### src/rtl/pipe_mon_pkg.sv
// Shared types, constants and helpers for the pipeline performance monitor.
//   mon_state_e  : monitor FSM encoding (IDLE/RUN/DONE), visible on o_state
//   CNT_*        : performance counter indices
//   OP_LOAD/STORE: major opcodes decoded from the MEM-stage instruction
//   is_nop()     : canonical NOP / bubble detection for retired instructions
package pipe_mon_pkg;

    typedef enum logic [1:0] {
        ST_IDLE = 2'd0,
        ST_RUN  = 2'd1,
        ST_DONE = 2'd2
    } mon_state_e;

    localparam int unsigned NUM_CNT   = 8;
    localparam int unsigned CNT_SEL_W = 3;

    localparam int unsigned CNT_CYCLES  = 0;
    localparam int unsigned CNT_RETIRED = 1;
    localparam int unsigned CNT_STALLS  = 2;
    localparam int unsigned CNT_FLUSHES = 3;
    localparam int unsigned CNT_FWD     = 4;
    localparam int unsigned CNT_LOADS   = 5;
    localparam int unsigned CNT_STORES  = 6;
    localparam int unsigned CNT_DROPS   = 7;

    localparam int unsigned OPCODE_W = 7;
    localparam int unsigned INSTR_W  = 32;

    localparam logic [OPCODE_W-1:0] OP_LOAD   = 7'b0000011;
    localparam logic [OPCODE_W-1:0] OP_STORE  = 7'b0100011;
    localparam logic [INSTR_W-1:0]  NOP_INSTR = 32'h0000_0013;

    // addi x0,x0,0 and the all-zero bubble both count as NOPs
    function automatic logic is_nop(input logic [INSTR_W-1:0] instr);
        return (instr == NOP_INSTR) || (instr == '0);
    endfunction

endpackage

### src/rtl/perf_trace_fifo.sv
// First-word-fall-through FIFO holding retired {pc, instr} trace entries.
//   clk, rst_n : clock, asynchronous active-low reset
//   clear_i    : synchronous flush of pointers and occupancy
//   push_i     : write request for data_i
//   data_i     : entry to enqueue
//   ready_i    : consumer pops the head when valid_o is high
//   valid_o    : head entry present (registered)
//   head_o     : head entry, forced to zero while empty
//   drop_c     : push refused this cycle (full and no simultaneous pop)
module perf_trace_fifo #(
    parameter int unsigned DEPTH = 16,
    parameter int unsigned WIDTH = 64
) (
    input  logic             clk,
    input  logic             rst_n,
    input  logic             clear_i,
    input  logic             push_i,
    input  logic [WIDTH-1:0] data_i,
    input  logic             ready_i,
    output logic             valid_o,
    output logic [WIDTH-1:0] head_o,
    output logic             drop_c
);

    localparam int unsigned AW = (DEPTH > 1) ? $clog2(DEPTH) : 1;
    localparam int unsigned CW = AW + 1;

    logic [WIDTH-1:0] mem_q [DEPTH];
    logic [AW-1:0]    wr_ptr_q, wr_ptr_d;
    logic [AW-1:0]    rd_ptr_q, rd_ptr_d;
    logic [CW-1:0]    count_q, count_d;
    logic             valid_q, valid_d;
    logic             full;
    logic             pop;
    logic             wr_en;

    assign full  = (count_q == CW'(DEPTH));
    assign pop   = valid_q && ready_i;
    // a pop in the same cycle frees the slot the push needs
    assign wr_en = push_i && (!full || pop);
    assign drop_c = push_i && full && !pop;

    // pointer / occupancy next state
    always_comb begin
        wr_ptr_d = wr_ptr_q;
        rd_ptr_d = rd_ptr_q;
        count_d  = count_q;
        if (clear_i) begin
            wr_ptr_d = '0;
            rd_ptr_d = '0;
            count_d  = '0;
        end else begin
            if (wr_en) begin
                wr_ptr_d = wr_ptr_q + AW'(1);
            end
            if (pop) begin
                rd_ptr_d = rd_ptr_q + AW'(1);
            end
            count_d = count_q + CW'(wr_en) - CW'(pop);
        end
        valid_d = (count_d != '0);
    end

    // control registers
    always_ff @(posedge clk or negedge rst_n) begin
        if (!rst_n) begin
            wr_ptr_q <= '0;
            rd_ptr_q <= '0;
            count_q  <= '0;
            valid_q  <= 1'b0;
        end else begin
            wr_ptr_q <= wr_ptr_d;
            rd_ptr_q <= rd_ptr_d;
            count_q  <= count_d;
            valid_q  <= valid_d;
        end
    end

    // storage; contents are don't-care while unoccupied, so no reset
    always_ff @(posedge clk) begin
        if (wr_en && !clear_i) begin
            mem_q[wr_ptr_q] <= data_i;
        end
    end

    assign valid_o = valid_q;
    assign head_o  = valid_q ? mem_q[rd_ptr_q] : '0;

endmodule

### src/rtl/pipe_perf_monitor.sv
// Pipeline monitor for the 5-stage RISC-V datapath: saturating event
// counters with a registered read port, a retired-instruction trace FIFO
// and a programmable end-of-program detector.
//   clk, reset          : clock, asynchronous active-low reset
//   i_en / i_clear      : arm the monitor / synchronous clear to IDLE
//   i_stall, i_flush,
//   i_forwardA/B,
//   i_mem_instr         : datapath event taps
//   i_wb_pc/i_wb_instr  : retiring instruction
//   i_rf_*              : register-file write port (end detection)
//   i_end_reg/i_end_val : end condition (i_end_reg = 0 disables)
//   i_cnt_sel/o_cnt_value : counter read port, one cycle latency
//   o_trace_*/i_trace_ready : trace FIFO head and drain handshake
//   o_trace_overflow    : sticky, a trace entry was dropped
//   o_state, o_done     : monitor state and sticky end flag
module pipe_perf_monitor
    import pipe_mon_pkg::*;
#(
    parameter int unsigned CNT_W       = 32,
    parameter int unsigned TRACE_DEPTH = 16,
    parameter int unsigned XLEN        = 32
) (
    input  logic                 clk,
    input  logic                 reset,
    input  logic                 i_en,
    input  logic                 i_clear,
    input  logic                 i_stall,
    input  logic                 i_flush,
    input  logic [1:0]           i_forwardA,
    input  logic [1:0]           i_forwardB,
    input  logic [XLEN-1:0]      i_mem_instr,
    input  logic [XLEN-1:0]      i_wb_pc,
    input  logic [XLEN-1:0]      i_wb_instr,
    input  logic                 i_rf_wen,
    input  logic [4:0]           i_rf_waddr,
    input  logic [XLEN-1:0]      i_rf_wdata,
    input  logic [4:0]           i_end_reg,
    input  logic [XLEN-1:0]      i_end_val,
    input  logic [CNT_SEL_W-1:0] i_cnt_sel,
    output logic [CNT_W-1:0]     o_cnt_value,
    output logic                 o_trace_valid,
    output logic [XLEN-1:0]      o_trace_pc,
    output logic [XLEN-1:0]      o_trace_instr,
    input  logic                 i_trace_ready,
    output logic                 o_trace_overflow,
    output logic [1:0]           o_state,
    output logic                 o_done
);

    localparam int unsigned TRACE_W = 2 * XLEN;
    localparam logic [CNT_W-1:0] CNT_MAX = {CNT_W{1'b1}};

    mon_state_e                    state_q, state_d;
    logic [NUM_CNT-1:0][CNT_W-1:0] cnt_q, cnt_d;
    logic [CNT_W-1:0]              cnt_val_q, cnt_val_d;
    logic                          done_q, done_d;
    logic                          ovf_q, ovf_d;

    logic                          run;
    logic                          wb_hi_zero;
    logic                          retire;
    logic                          push;
    logic                          drop;
    logic                          end_hit;
    logic [NUM_CNT-1:0]            evt;
    logic [TRACE_W-1:0]            trace_head;
    logic                          unused_mem_hi;

    assign run = (state_q == ST_RUN);

    // instruction bits above 32 (wide XLEN builds) must be zero for a NOP
    generate
        if (XLEN > INSTR_W) begin : g_wide_instr
            assign wb_hi_zero = (i_wb_instr[XLEN-1:INSTR_W] == '0);
        end else begin : g_narrow_instr
            assign wb_hi_zero = 1'b1;
        end
    endgenerate

    assign retire = !(wb_hi_zero && is_nop(i_wb_instr[INSTR_W-1:0]));
    assign push   = run && retire;

    // only the opcode field of the MEM instruction is decoded
    assign unused_mem_hi = ^i_mem_instr[XLEN-1:OPCODE_W];

    assign end_hit = i_rf_wen
                  && (i_end_reg != 5'd0)
                  && (i_rf_waddr == i_end_reg)
                  && (i_rf_wdata == i_end_val);

    // per-counter event strobes for this cycle
    always_comb begin
        evt              = '0;
        evt[CNT_CYCLES]  = 1'b1;
        evt[CNT_RETIRED] = retire;
        evt[CNT_STALLS]  = i_stall;
        evt[CNT_FLUSHES] = i_flush;
        evt[CNT_FWD]     = (i_forwardA != 2'd0) || (i_forwardB != 2'd0);
        evt[CNT_LOADS]   = (i_mem_instr[OPCODE_W-1:0] == OP_LOAD);
        evt[CNT_STORES]  = (i_mem_instr[OPCODE_W-1:0] == OP_STORE);
        evt[CNT_DROPS]   = drop;
    end

    // FSM next state; clear overrides every other transition
    always_comb begin
        state_d = state_q;
        unique case (state_q)
            ST_IDLE: if (i_en)    state_d = ST_RUN;
            ST_RUN:  if (end_hit) state_d = ST_DONE;
            ST_DONE: state_d = ST_DONE;
            default: state_d = ST_IDLE;
        endcase
        if (i_clear) begin
            state_d = ST_IDLE;
        end
    end

    // sticky flags
    always_comb begin
        done_d = done_q;
        ovf_d  = ovf_q;
        if (i_clear) begin
            done_d = 1'b0;
            ovf_d  = 1'b0;
        end else begin
            if (run && end_hit) done_d = 1'b1;
            if (drop)           ovf_d  = 1'b1;
        end
    end

    // saturating counters, active only in RUN (including the ending edge)
    always_comb begin
        cnt_d = cnt_q;
        for (int i = 0; i < NUM_CNT; i++) begin
            if (i_clear) begin
                cnt_d[i] = '0;
            end else if (run && evt[i] && (cnt_q[i] != CNT_MAX)) begin
                cnt_d[i] = cnt_q[i] + CNT_W'(1);
            end
        end
    end

    // read port shows the pre-update value of the selected counter
    always_comb begin
        cnt_val_d = i_clear ? '0 : cnt_q[i_cnt_sel];
    end

    always_ff @(posedge clk or negedge reset) begin
        if (!reset) begin
            state_q   <= ST_IDLE;
            cnt_q     <= '0;
            cnt_val_q <= '0;
            done_q    <= 1'b0;
            ovf_q     <= 1'b0;
        end else begin
            state_q   <= state_d;
            cnt_q     <= cnt_d;
            cnt_val_q <= cnt_val_d;
            done_q    <= done_d;
            ovf_q     <= ovf_d;
        end
    end

    perf_trace_fifo #(
        .DEPTH (TRACE_DEPTH),
        .WIDTH (TRACE_W)
    ) u_trace_fifo (
        .clk     (clk),
        .rst_n   (reset),
        .clear_i (i_clear),
        .push_i  (push),
        .data_i  ({i_wb_pc, i_wb_instr}),
        .ready_i (i_trace_ready),
        .valid_o (o_trace_valid),
        .head_o  (trace_head),
        .drop_c  (drop)
    );

    assign o_trace_pc       = trace_head[TRACE_W-1:XLEN];
    assign o_trace_instr    = trace_head[XLEN-1:0];
    assign o_cnt_value      = cnt_val_q;
    assign o_trace_overflow = ovf_q;
    assign o_state          = state_q;
    assign o_done           = done_q;

endmodule

### config.mk
export PLATFORM = sky130hd
export DESIGN_NAME = pipe_perf_monitor
export DESIGN_NICKNAME = d
export VERILOG_FILES = /design/src/rtl/pipe_mon_pkg.sv /design/src/rtl/perf_trace_fifo.sv /design/src/rtl/pipe_perf_monitor.sv
export SDC_FILE = /design/constraint.sdc
export NUM_CORES = 1
export LEC_CHECK = 0
export ABC_AREA = 0
export CAP_MARGIN = 20
export CORE_UTILIZATION = 55
export CTS_CLUSTER_DIAMETER = 200
export DETAILED_ROUTE_END_ITERATION = 10
export GPL_TIMING_DRIVEN = 0
export PLACE_DENSITY = 0.74
export SLEW_MARGIN = 40
export SYNTH_ARGS = -nofsm -noshare
export SYNTH_HDL_FRONTEND = slang
export SYNTH_SLANG_ARGS = --single-unit
### constraint.sdc
create_clock -name clk -period 5.6 [get_ports clk]
set_input_delay 0.56 -clock clk [delete_from_list [all_inputs] [get_ports clk]]
set_output_delay 0.56 -clock clk [all_outputs]
set_load 0.005 [all_outputs]
==> flow_summary.yaml <==
clocking:
  clock_sinks: 1330
  clkSlewWorstSetupHoldPaths_ns: 0.06
  cts_buffers: 136
  ctsRootBufferMaster: "clkbuf_16"
  cts-resized-gates: 0
  clock_latency_ns: 0.76
  htreeDepth: 4
  cts_tree: "yes"
  clk_path_buf_depth: 3
finish:
  fin_cells: 5297
  layout-drive-gt1-share: 0.191
  synthToLayoutAreaGrowth_pct: 18.5
  finalNetCount: 4030
sta:
  finalClockSkew_ns: 0.0245
  fin_ws_ns: 0.315
  relSlewSlack: 0.393
  finalCritPeriodShare: 0.944
  hold_viol: 0
  tightest_slew_ns: 0.910
  setup_tns_ns: 0
  fin_hold_ws_ns: 0.290
  clock.fmax_ghz: 0.189
  min_period_ns: 5.29
  rsz0062_at_grt: "no"
  setup_viol: 0
  slew_violations: 0
place:
  dp_cells: 5050
  dp_hpwl_mm: 101
  gp_congestion: 0.948
  dpl_worst_slack_ns: 0.172
  io_buffers: 257
drt:
  drc: 0
  antenna_left: 0
  drt_iter0_markers: 3635
  drt-pass1-iter-count: 6
  via_count: 33700
  wl_per_cell_um: 28.8
  wirelength_mm: 152
  viasPerCell: 6.36
critical_path:
  reg2reg_depth: 10
  crit_required_ns: 5.04
  crit_fanout: 10
  endpoint_kind: "primary output"
  worst-endpoint-arrival_ns: 4.73
  crit_chain: "clkbuf_1 -> clkbuf_1 -> clkbuf_1 -> mux4_2 -> mux4_2 -> and2_1 -> clkdlybuf4s50_1"
  r2r_end: "u_trace_fifo.mem_q[12][55]"
  cp_slowest_stage_delay_ns: 0.71
  crit_top_cell: "clkbuf_1"
  path_class: "reg -> out"
  r2r_start: "o_state[1]"
  r2r_setup_slack_ns: 1.80
  cp_slowest_cell: "clkbuf_1"
  worstSetupStartpointType: "flop"
yosys:
  synth-edff-count: 1024
  synth_ff_type: "edfxtp_1"
  synth.avg_cell_area_um2: 16.9
  synth_top_area_frac: 0.543
  syn_nets: 3553
  synth_most_common_cell: "edfxtp_1"
  yosysTopAreaCell: "edfxtp_1"
  synthArstFlopShare: 0.230
  synth_area_leaders: "edfxtp_1, mux4_2, dfrtp_1"
  synth_seq_cells: 1330
  seq_area_frac_synth: 0.679
  synth_warnings: 0
  synth_cells: 3345
  netlist-cell-type-count: 63
  synthTopCellsByCount: "edfxtp_1, mux4_2, dfrtp_1, nor2_1, xnor2_1"
  synth_area_um2: 56600
die:
  io-pin-count: 286
  die_width_um: 323
  rows: 117
  die-height_um: 323
  coreArea_um2: 102000
  die_area_um2: 104000
  start_util: 0.555
power:
  vdd_drop_max_uv: 274
  total_leakage_power_nw: 22.2
  p_per_area_nw_per_um2: 349
outcome:
  status: "completed"
worst_hold_path:
  worstHoldPathCells: 3
  hold_end: "o_cnt_value[0]"
  hp-start: "i_cnt_sel[2]"
  worstHoldPathType: "in -> reg"
grt:
  grt_pass1_vias: 33800
  grt_max_degree: 71
  grt_pass1_wl_mm: 222
  grt_usage: 0.296
  grt_antenna_before_repair: 8
  grt-ovfl-total: 0
job:
  cap_violations: 0
where the power goes:
part	total, mW	internal, mW	switching [mW]
Sequential	10.9	10.8	0.108
Combinational	3.78	1.87	1.90
Clock	8.67	4.84	3.83
Total	23.4	17.5	5.84
per-stage QoR:
step / instance area, um2 / power, mW / utilization
3_3_place_gp: 60900 / 14.7 / 0.598
6_report: 67100 / 23.4 / 0.658
5_1_grt: 67000 / 24.1 / 0.658
4_1_cts: 67000 / 23.5 / 0.657
3_5_place_dp: 62700 / 14.9 / 0.616
2_1_floorplan: 56600 / 13.2 / -
kinds of logic after synthesis:
kind of cell	share of synthesized area
flops	0.679
simple gates	0.0878
mux	0.161
xor+xnor	0.0348
buf+inv	0.0148
compound gates	0.0179
fa+ha+maj	0.00522
per-layer routing:
| metal | up-vias | global-route usage | share of wire |
|---|---|---|---|
| li1 | 14100 | - | - |
| met1 | 17400 | 0.400 | 0.39 |
| met2 | 1791 | 0.475 | 0.49 |
| met3 | 327 | 0.0637 | 0.091 |
| met4 | 12 | 0.117 | 0.037 |
| met5 | - | 0 | 0.00050 |
worst max path at each step:
stage / end / startpoint / slack (ns)
2_1_floorplan: u_trace_fifo.mem_q[8][0] / i_wb_instr[4] / 0.82
3_3_place_gp: cnt_q[121] / reset / -9.56
3_5_place_dp: u_trace_fifo.valid_o / i_wb_instr[27] / 0.17
4_1_cts: o_trace_pc[9] / u_trace_fifo.rd_ptr_q[0] / 0.31
5_1_grt: o_trace_pc[9] / u_trace_fifo.rd_ptr_q[1] / 0.21
6_report: o_trace_pc[13] / u_trace_fifo.rd_ptr_q[1] / 0.31
layout by cell type (no fill, tap or decap), types with 43 or more instances in the layout:
cell type        instances
nand3_1                 75
clkbuf_1               124
edfxtp_1              1024
xnor2_1                146
a21oi_1                 65
o21ai_0                 52
nand4_1                 95
dfrtp_1                306
mux4_2                 384
or3_1                   57
nor4_1                  43
nand2_1                115
clkdlybuf4s50_1        256
nor3_1                  86
nor2_1                 274
clkbuf_16              138
xor2_1                  79
and2_1                  80
inv_1                   47
cell type report:
class                      instances  area [um2]
antenna                            4        10.0
multi-input combinational       1802       17500
timing repair buffer             339        4320
sequential                      1330       38400
clock inverter                    66         562
tap                             1368        1710
fill                            6860       34800
clock buffer                     175        3660
inverter                          47         176
buffer                           166         697
critical path, delay by kind of cell, from the launching register on:
family | cells | cell delay [ns]
muxes | 2 | 0.91
and+or+nand+nor | 1 | 0.19
buffers and inverters | 4 | 2.42
DFF | 1 | 0.43
sequential cells by signal, indices dropped and copies added (netlist names):
register               flops
u_trace_fifo.rd_ptr_q      4
u_trace_fifo.count_q       5
u_trace_fifo.wr_ptr_q      4
u_trace_fifo.valid_o       1
cnt_q                    256
o_trace_overflow           1
o_done                     1
o_state                    2
u_trace_fifo.mem_q      1024
o_cnt_value               32
what timing repair did:
item	CTS	global route
hold endpoints to repair	65	0
hold buffers	1	0
setup buffers	0	0
endpoints found under the setup margin	0	0
Note: power is estimated with default switching activity, not from simulation.
